[config.mk]
export PLATFORM = sky130hd
export DESIGN_NAME = multicycle_control_unit
export DESIGN_NICKNAME = d
export VERILOG_FILES = /design/src/rtl/multicycle_control_unit.sv
export SDC_FILE = /design/constraint.sdc
export NUM_CORES = 1
export LEC_CHECK = 0
export BUFFER_PORTS_ARGS = -buffer_cell sky130_fd_sc_hd__clkbuf_2
export CAP_MARGIN = 15
export CELL_PAD_IN_SITES_DETAIL_PLACEMENT = 1
export CELL_PAD_IN_SITES_GLOBAL_PLACEMENT = 2
export CORE_MARGIN = 2
export CORE_UTILIZATION = 33
export DETAILED_ROUTE_END_ITERATION = 10
export GPL_TIMING_DRIVEN = 0
export HOLD_SLACK_MARGIN = 0.15
export PLACE_DENSITY_LB_ADDON = 0.08
export REMOVE_ABC_BUFFERS = 1
export SKIP_LAST_GASP = 1
export SYNTH_ARGS = -nofsm -noshare
export SYNTH_HDL_FRONTEND = slang
export SYNTH_SLANG_ARGS = --single-unit
[constraint.sdc]
create_clock -name clk -period 6.4 [get_ports clk]
set_clock_uncertainty 0.1 [all_clocks]
set_input_delay 0.64 -clock clk [delete_from_list [all_inputs] [get_ports clk]]
set_output_delay 0.64 -clock clk [all_outputs]
set_load 0.02 [all_outputs]
[src/rtl/multicycle_control_unit.sv]
// Multi-cycle RV32I control FSM: datapath selects and enables, a ready/ack memory handshake with
// bus timeout, a one-cycle TRAP state, and wrap-around cycle / retired-instruction counters.
module multicycle_control_unit #(
    parameter int TIMEOUT         = 16,
    parameter int CNT_WIDTH       = 32,
    parameter bit TRAP_ON_ILLEGAL = 1'b1
) (
    input  logic                 clk,
    input  logic                 reset,
    input  logic [6:0]           instruction_opcode,
    input  logic                 memory_ack,
    output logic                 lorD,
    output logic                 pc_write,
    output logic                 ir_write,
    output logic                 reg_write,
    output logic                 memory_read,
    output logic                 memory_write,
    output logic                 memory_to_reg,
    output logic                 is_immediate,
    output logic                 pc_write_cond,
    output logic [1:0]           pc_source,
    output logic [1:0]           aluop,
    output logic [1:0]           alu_src_a,
    output logic [1:0]           alu_src_b,
    output logic                 trap,
    output logic [3:0]           trap_cause,
    output logic [CNT_WIDTH-1:0] cycle_count,
    output logic [CNT_WIDTH-1:0] instret_count,
    output logic [3:0]           debug_state
);

    localparam int WW = $clog2(TIMEOUT);

    localparam logic [6:0] OP_LOAD   = 7'b0000011;
    localparam logic [6:0] OP_STORE  = 7'b0100011;
    localparam logic [6:0] OP_R      = 7'b0110011;
    localparam logic [6:0] OP_I      = 7'b0010011;
    localparam logic [6:0] OP_JAL    = 7'b1101111;
    localparam logic [6:0] OP_BRANCH = 7'b1100011;
    localparam logic [6:0] OP_JALR   = 7'b1100111;
    localparam logic [6:0] OP_AUIPC  = 7'b0010111;
    localparam logic [6:0] OP_LUI    = 7'b0110111;
    localparam logic [6:0] OP_FENCE  = 7'b0001111;
    localparam logic [6:0] OP_SYSTEM = 7'b1110011;

    typedef enum logic [3:0] {
        S_FETCH, S_DECODE, S_MEMADR, S_MEMREAD, S_MEMWB, S_MEMWRITE,
        S_EXECUTER, S_EXECUTEI, S_ALUWB, S_JAL, S_BEQ, S_JALR_PC,
        S_JALR, S_AUIPC, S_LUI, S_TRAP
    } state_t;

    state_t                 state_q, state_d;
    logic [WW-1:0]          wait_q, wait_d;
    logic [3:0]             trap_cause_q, trap_cause_d;
    logic [CNT_WIDTH-1:0]   cycle_q, cycle_d;
    logic [CNT_WIDTH-1:0]   instret_q, instret_d;
    logic                   timed_out;
    logic                   retire;

    // Fault fires in the TIMEOUT-th cycle of a request when ack is still low; ack in that cycle wins.
    assign timed_out = (wait_q == WW'(TIMEOUT - 1));

    always_comb begin
        state_d       = state_q;
        trap_cause_d  = trap_cause_q;
        retire        = 1'b0;
        lorD          = 1'b0;
        pc_write      = 1'b0;
        ir_write      = 1'b0;
        reg_write     = 1'b0;
        memory_read   = 1'b0;
        memory_write  = 1'b0;
        memory_to_reg = 1'b0;
        is_immediate  = 1'b0;
        pc_write_cond = 1'b0;
        pc_source     = 2'b00;
        aluop         = 2'b00;
        alu_src_a     = 2'b00;
        alu_src_b     = 2'b00;
        trap          = 1'b0;

        case (state_q)
            S_FETCH: begin
                memory_read = 1'b1;
                alu_src_b   = 2'b01;
                if (memory_ack) begin
                    ir_write = 1'b1;
                    pc_write = 1'b1;
                    state_d  = S_DECODE;
                end else if (timed_out) begin
                    state_d      = S_TRAP;
                    trap_cause_d = 4'd1;
                end
            end
            S_DECODE: begin
                alu_src_a = 2'b10;
                alu_src_b = 2'b10;
                case (instruction_opcode)
                    OP_LOAD, OP_STORE: state_d = S_MEMADR;
                    OP_R:              state_d = S_EXECUTER;
                    OP_I:              state_d = S_EXECUTEI;
                    OP_JAL:            state_d = S_JAL;
                    OP_BRANCH:         state_d = S_BEQ;
                    OP_JALR:           state_d = S_JALR_PC;
                    OP_AUIPC:          state_d = S_AUIPC;
                    OP_LUI:            state_d = S_LUI;
                    OP_FENCE: begin
                        state_d = S_FETCH;
                        retire  = 1'b1;
                    end
                    OP_SYSTEM: begin
                        state_d      = S_TRAP;
                        trap_cause_d = 4'd11;
                    end
                    default: begin
                        if (TRAP_ON_ILLEGAL) begin
                            state_d      = S_TRAP;
                            trap_cause_d = 4'd2;
                        end else begin
                            state_d = S_FETCH;
                        end
                    end
                endcase
            end
            S_MEMADR: begin
                alu_src_a = 2'b01;
                alu_src_b = 2'b10;
                state_d   = (instruction_opcode == OP_LOAD) ? S_MEMREAD : S_MEMWRITE;
            end
            S_MEMREAD: begin
                memory_read = 1'b1;
                lorD        = 1'b1;
                if (memory_ack) begin
                    state_d = S_MEMWB;
                end else if (timed_out) begin
                    state_d      = S_TRAP;
                    trap_cause_d = 4'd5;
                end
            end
            S_MEMWB: begin
                reg_write     = 1'b1;
                memory_to_reg = 1'b1;
                retire        = 1'b1;
                state_d       = S_FETCH;
            end
            S_MEMWRITE: begin
                memory_write = 1'b1;
                lorD         = 1'b1;
                if (memory_ack) begin
                    retire  = 1'b1;
                    state_d = S_FETCH;
                end else if (timed_out) begin
                    state_d      = S_TRAP;
                    trap_cause_d = 4'd7;
                end
            end
            S_EXECUTER: begin
                alu_src_a = 2'b01;
                aluop     = 2'b10;
                state_d   = S_ALUWB;
            end
            S_EXECUTEI: begin
                alu_src_a    = 2'b01;
                alu_src_b    = 2'b10;
                aluop        = 2'b10;
                is_immediate = 1'b1;
                state_d      = S_ALUWB;
            end
            S_ALUWB: begin
                reg_write = 1'b1;
                retire    = 1'b1;
                state_d   = S_FETCH;
            end
            S_JAL, S_JALR: begin
                pc_write  = 1'b1;
                pc_source = 2'b01;
                alu_src_a = 2'b10;
                alu_src_b = 2'b01;
                state_d   = S_ALUWB;
            end
            S_BEQ: begin
                alu_src_a     = 2'b01;
                aluop         = 2'b01;
                pc_write_cond = 1'b1;
                pc_source     = 2'b01;
                retire        = 1'b1;
                state_d       = S_FETCH;
            end
            S_JALR_PC: begin
                alu_src_a = 2'b01;
                alu_src_b = 2'b10;
                state_d   = S_JALR;
            end
            S_AUIPC: begin
                alu_src_a = 2'b10;
                alu_src_b = 2'b10;
                state_d   = S_ALUWB;
            end
            S_LUI: begin
                alu_src_a = 2'b11;
                alu_src_b = 2'b10;
                state_d   = S_ALUWB;
            end
            S_TRAP: begin
                trap      = 1'b1;
                pc_write  = 1'b1;
                pc_source = 2'b10;
                state_d   = S_FETCH;
            end
            default: state_d = S_FETCH;
        endcase

        // Only request states can stay put, so any transition restarts the wait count.
        wait_d    = (state_d == state_q) ? wait_q + WW'(1) : '0;
        cycle_d   = cycle_q + CNT_WIDTH'(1);
        instret_d = instret_q + CNT_WIDTH'(retire);
    end

    always_ff @(posedge clk) begin
        if (reset) begin
            state_q      <= S_FETCH;
            wait_q       <= '0;
            trap_cause_q <= '0;
            cycle_q      <= '0;
            instret_q    <= '0;
        end else begin
            state_q      <= state_d;
            wait_q       <= wait_d;
            trap_cause_q <= trap_cause_d;
            cycle_q      <= cycle_d;
            instret_q    <= instret_d;
        end
    end

    assign trap_cause    = trap_cause_q;
    assign cycle_count   = cycle_q;
    assign instret_count = instret_q;
    assign debug_state   = state_q;

endmodule

## Yosys cells after proc, flatten, opt, wreduce, memory -nomap -nowiden

Cells that the tools add are included.

- Register bits after elaboration: 76
- Bits in latches: 0
- Memory bits (writable): 0
- Bits in read-only memories: 0
- Bits of input ports: 10
- Output and inout port bits: 90
- Logic and storage cells: 95
- Memories kept: 0

- Add/sub/neg operators: 3
- $mul: 0
- Div/mod/pow operators: 0
- Magnitude comparators: 0
- Equality and inequality tests: 35
- Shift-type cells: 0
- Mux-type cells: 32
- Bitwise gates (word level): 1
- Reductions and logical operators: 19

Operators with widths:

| kind | number |
|---|---|
| 4-bit two-way mux | 10 |
| 4-bit == test, second input constant | 9 |
| 4-bit case mux with 9 select lines | 1 |
| 32-bit by 1-bit adder with 32-bit output | 1 |
| 32-bit by 1-bit adder with 32-bit output, second input constant | 1 |
| 4-bit case mux with 8 select lines | 1 |
| 7-bit == test, second input constant | 4 |
| 7-bit by 6-bit == test with 1-bit output, second input constant | 3 |
| 4-bit by 3-bit == test with 1-bit output, second input constant | 4 |
| 4-bit case mux with 4 select lines | 1 |
| 7-bit by 5-bit == test with 1-bit output, second input constant | 2 |
| 2-bit inequality test, second input constant | 7 |
| 2-bit case mux with 2 select lines | 3 |
| 2-bit OR reduction | 6 |
| 3-bit OR reduction | 4 |
| 6-bit OR reduction | 2 |
| 1-bit two-way mux | 11 |
| 10-bit OR reduction | 1 |
| 4-bit by 2-bit == test with 1-bit output, second input constant | 2 |
| 4-bit case mux with 2 select lines | 1 |
| 8-bit AND reduction | 1 |
| 4-bit OR reduction | 2 |
| 7-bit by 2-bit == test with 1-bit output, second input constant | 1 |
| 7-bit by 4-bit == test with 1-bit output, second input constant | 1 |
| 11 further kinds | 11 |

## Depth between registers and ports, before layout

- Depth after elaboration: 7
- Mapped depth: 13
- Gate-level depth less buffers: 13

## Worst setup path before layout

Ideal clock, no wire load.

- Path type: input-to-reg
- Start point: in instruction_opcode[5]
- End point: reg instret_q[30] (netlist: instret_count[30])
- Arrival time: 2719 ps
- Data required time: 6172 ps
- Slack: 3454 ps
- Cell stages on the path: 13
- Buffers on the path: 0
- Cells stage by stage: nor2_1 nand3_1 nor3_1 a22oi_1 o32ai_1 ha_1 ha_1 nand3_1 nor2_1 nor4b_2 nand3_1 xor2_1 nor2_1

- Longest elaborated chain between the ends: 4

Ends and longest elaborated chain:

| element | line | RTL |
|---|---|---|
| start, declared | 10 | `input logic [6:0] instruction_opcode,` |
| 7-bit by 4-bit == test with 1-bit output | 98 | `case (instruction_opcode)` |
| 1-bit two-way mux | 98 |  |
| 1-bit case mux with 3 select lines | 82 | `case (state_q)` |
| 32-bit by 1-bit adder with 32-bit output | 216 | `instret_d = instret_q + CNT_WIDTH'(retire);` |
| end signal, assigned | 231 | `instret_q <= instret_d;` |
| end, declared | 56 | `logic [CNT_WIDTH-1:0] instret_q, instret_d;` |

No other way between the ends.
A chain may end at the register's enable or synchronous reset.

## Worst setup path in the final report

Ends and elaborated chain as after synthesis.

==> flow_metrics.py <==
metrics = {
    "status": {
        "outcome": "finished clean",
    },
    "cts": {
        "postCtsResizedCells": 0,
        "ctsHoldBuffers": 0,
        "cts_root_buffer": "sky130_fd_sc_hd__clkbuf_16",
        "cts-htree-levels": 3,
        "cts_sinks": 76,
        "cts_setup_buffers": 0,
        "clock_latency_ns": 0.34,
        "clkSlewWorstSetupHoldPaths_ns": 0.07,
        "total_clock_buffers_created_by_cts": 9,
        "tritoncts": "yes",
        "clock_tree.buffer_depth": 2,
    },
    "timing": {
        "slew_headroom_pct": 42.8,
        "report.final.hold_viol_count": 0,
        "layout_worst_path_cycle_share_pct": 56.1,
        "post-route-min-period_ns": 3.59,
        "unrepaired_setup_endpoints_after_global_routing": "no",
        "tns_ns": 0,
        "tightest_slew_ns": 0.857,
        "achievable-frequency_ghz": 0.278,
        "final-setup-viol-count": 0,
        "final-max-slew-violation-count": 0,
    },
    "global_route": {
        "grt_first_pass_wirelength_um": 17600,
        "grt.total_usage_pct": 17.0,
        "first_global_vias": 3659,
        "antenna_found_initial": 0,
        "globalRouteOverflowTotal": 0,
        "grt_start_max_net_pins": 74,
    },
    "critical_path": {
        "cp.arrival_ns": 3.69,
        "critPathMaxFanout": 7,
        "critPathKind": "primary input to register",
        "cp-start-kind": "primary input",
        "element_type_at_the_critical_path_end": "register",
        "worst_ep_required_time_ns": 6.50,
    },
    "hold_path": {
        "holdCritPathClass": "register to register",
    },
    "run": {
        "cap_viol_max_count": 0,
    },
    "drt": {
        "detail_route.wl_per_cell_um": 14.5,
        "routed-via-count": 3635,
        "drt_wl_total_um": 10300,
        "vias_per_cell": 5.12,
        "violation_count_after_the_first_detailed_route_iteration": 170,
        "drtAntennaViolNets": 0,
        "drc": 0,
        "drt_pre_antenna_iters": 4,
    },
    "placed_design": {
        "dpl_hpwl_um": 7500,
        "placed_cells": 694,
        "gpl_wtd_cong": 0.765,
        "placement.io_buffers": 99,
    },
    "yosys": {
        "seq_area_frac_synth_pct": 39.3,
        "synth-seq-cells": 76,
        "post_synth.cell_area_avg_um2": 8.14,
        "syn_area_um2": 3870,
        "synth_async_sr_flop_share_pct": 0,
        "edff_count_synth": 0,
        "synth_top_flop_cell": "sky130_fd_sc_hd__dfxtp_1",
        "netlist-cell-type-count": 55,
        "yosysWarnings": 0,
        "netlist_instances": 475,
    },
    "power": {
        "power.ir.vdd_worst_v": 0.000155,
        "power-per-cell-area_nw_per_um2": 288,
        "power_leakage_nw": 1.95,
    },
    "final_layout": {
        "most-common-layout-cells": "98 x sky130_fd_sc_hd__clkbuf_2, 88 x sky130_fd_sc_hd__nor2_1, 76 x sky130_fd_sc_hd__dfxtp_1",
        "instances_no_fill": 710,
        "p_r_area_growth_vs_syn_pct": 22.4,
        "share_of_post_route_cells_with_drive_strength_above_1_pct": 23.1,
        "design.final.nets": 576,
        "n_antenna_cell": 0,
        "final_common_cell": "sky130_fd_sc_hd__clkbuf_2",
    },
    "floorplanning": {
        "fp.dieArea_um2": 12600,
        "die_w_um": 112,
        "top_level_ports": 100,
        "num_rows": 39,
        "die_height_um": 112,
        "initial_utilization_pct": 33.9,
        "core_um2": 11400,
    },
}
flip-flops by register name, summed over array words and instances, names as in the netlist:
signal and cells:
instret_count 32, wait_q 4, cycle_count 32, trap_cause 4, debug_state 4
cell families after synthesis:
logic type,Yosys count,share of synthesized area (%)
fa+ha+maj,4,1.29
xor+xnor,56,12.7
compound gates,65,10.6
simple gates,237,31.8
mux,3,0.776
flops,76,39.3
buf+inv,34,3.53
worst max-delay path, cell delays in order:
cell	delay (ns)
sky130_fd_sc_hd__clkbuf_2	0.13
sky130_fd_sc_hd__nor2_1	0.31
sky130_fd_sc_hd__nand3_1	0.15
sky130_fd_sc_hd__nor3_1	0.30
sky130_fd_sc_hd__a22oi_1	0.12
sky130_fd_sc_hd__o32ai_1	0.30
sky130_fd_sc_hd__ha_1	0.25
sky130_fd_sc_hd__ha_1	0.26
sky130_fd_sc_hd__nand3_1	0.12
sky130_fd_sc_hd__nor2_1	0.20
sky130_fd_sc_hd__nor4b_2	0.53
sky130_fd_sc_hd__nand3_1	0.16
sky130_fd_sc_hd__xor2_1	0.16
sky130_fd_sc_hd__nor2_1	0.05
metal layers:
layer	GRT usage (%)	share of wire, %	wire length, um	vias up
li1	-	-	-	1815
met4	6.10	1.3	136	0
met5	0	0	0	-
met2	29.0	49	5030	61
met3	3.46	3.7	384	14
met1	21.2	46	4740	1745
power breakdown:
part,internal [mW],switching [mW]
registers,0.494,0.0548
logic,0.122,0.210
clock network,0.269,0.216
total,0.884,0.481
layout make-up:
type | instances | area (um2)
Multi-Input combinational cell | 365 | 2210
Tap cell | 143 | 179
Sequential cell | 76 | 1520
Inverter | 11 | 41.3
Clock buffer | 9 | 225
Fill cell | 1429 | 6690
Clock inverter | 7 | 57.6
Timing Repair Buffer | 99 | 498
synthesized netlist by cell type (all sizes together) (3+ instances only):
library cell / instances / area (um2)
nand4: 9 / 71.3
inv: 10 / 37.5
and3: 11 / 68.8
nand3: 32 / 170
and4: 4 / 36.3
mux2i: 3 / 30.0
o21ai: 20 / 104
nor3: 9 / 45.0
nand2: 34 / 130
nor4: 10 / 92.6
and2: 5 / 31.3
a211oi: 3 / 22.5
buf: 7 / 33.8
xor2: 36 / 315
clkbuf: 16 / 61.3
a31oi: 3 / 18.8
dfxtp: 76 / 1520
or3: 10 / 78.8
a21oi: 18 / 90.1
o31ai: 3 / 22.5
ha: 4 / 50.1
or2: 3 / 18.8
nor2: 88 / 330
nand2b: 8 / 50.1
nor2b: 9 / 56.3
xnor2: 20 / 175
stage by stage:
step | total power [mW] | hold WS, ns | utilization (%) | cell area, um2 | setup WS [ns]
final | 1.37 | 0.381 | 41.4 | 4730 | 2.81
after global placement | 0.890 | 0.344 | 38.9 | 4450 | 2.55
after detailed placement | 0.895 | 0.371 | 39.0 | 4450 | 2.47
after floorplan | 0.773 | 0.333 | - | 3770 | 3.45
after global routing | 1.45 | 0.421 | 41.4 | 4730 | 2.45
after CTS | 1.39 | 0.381 | 41.4 | 4730 | 2.80
path summary, 6_finish.rpt:
check / start / end / slack [ns] / cells after the start
worst max register to register: debug_state[2]$_SDFF_PP0_ / instret_count[30]$_SDFF_PP0_ / 2.86 / 12
worst max-delay path: instruction_opcode[5] / instret_count[30]$_SDFF_PP0_ / 2.81 / 14
worst min register to register: wait_q[0]$_SDFF_PP0_ / wait_q[0]$_SDFF_PP0_ / 0.38 / 1
worst min-delay path: wait_q[0]$_SDFF_PP0_ / wait_q[0]$_SDFF_PP0_ / 0.38 / 1
Power figures use the tool's default switching activity.
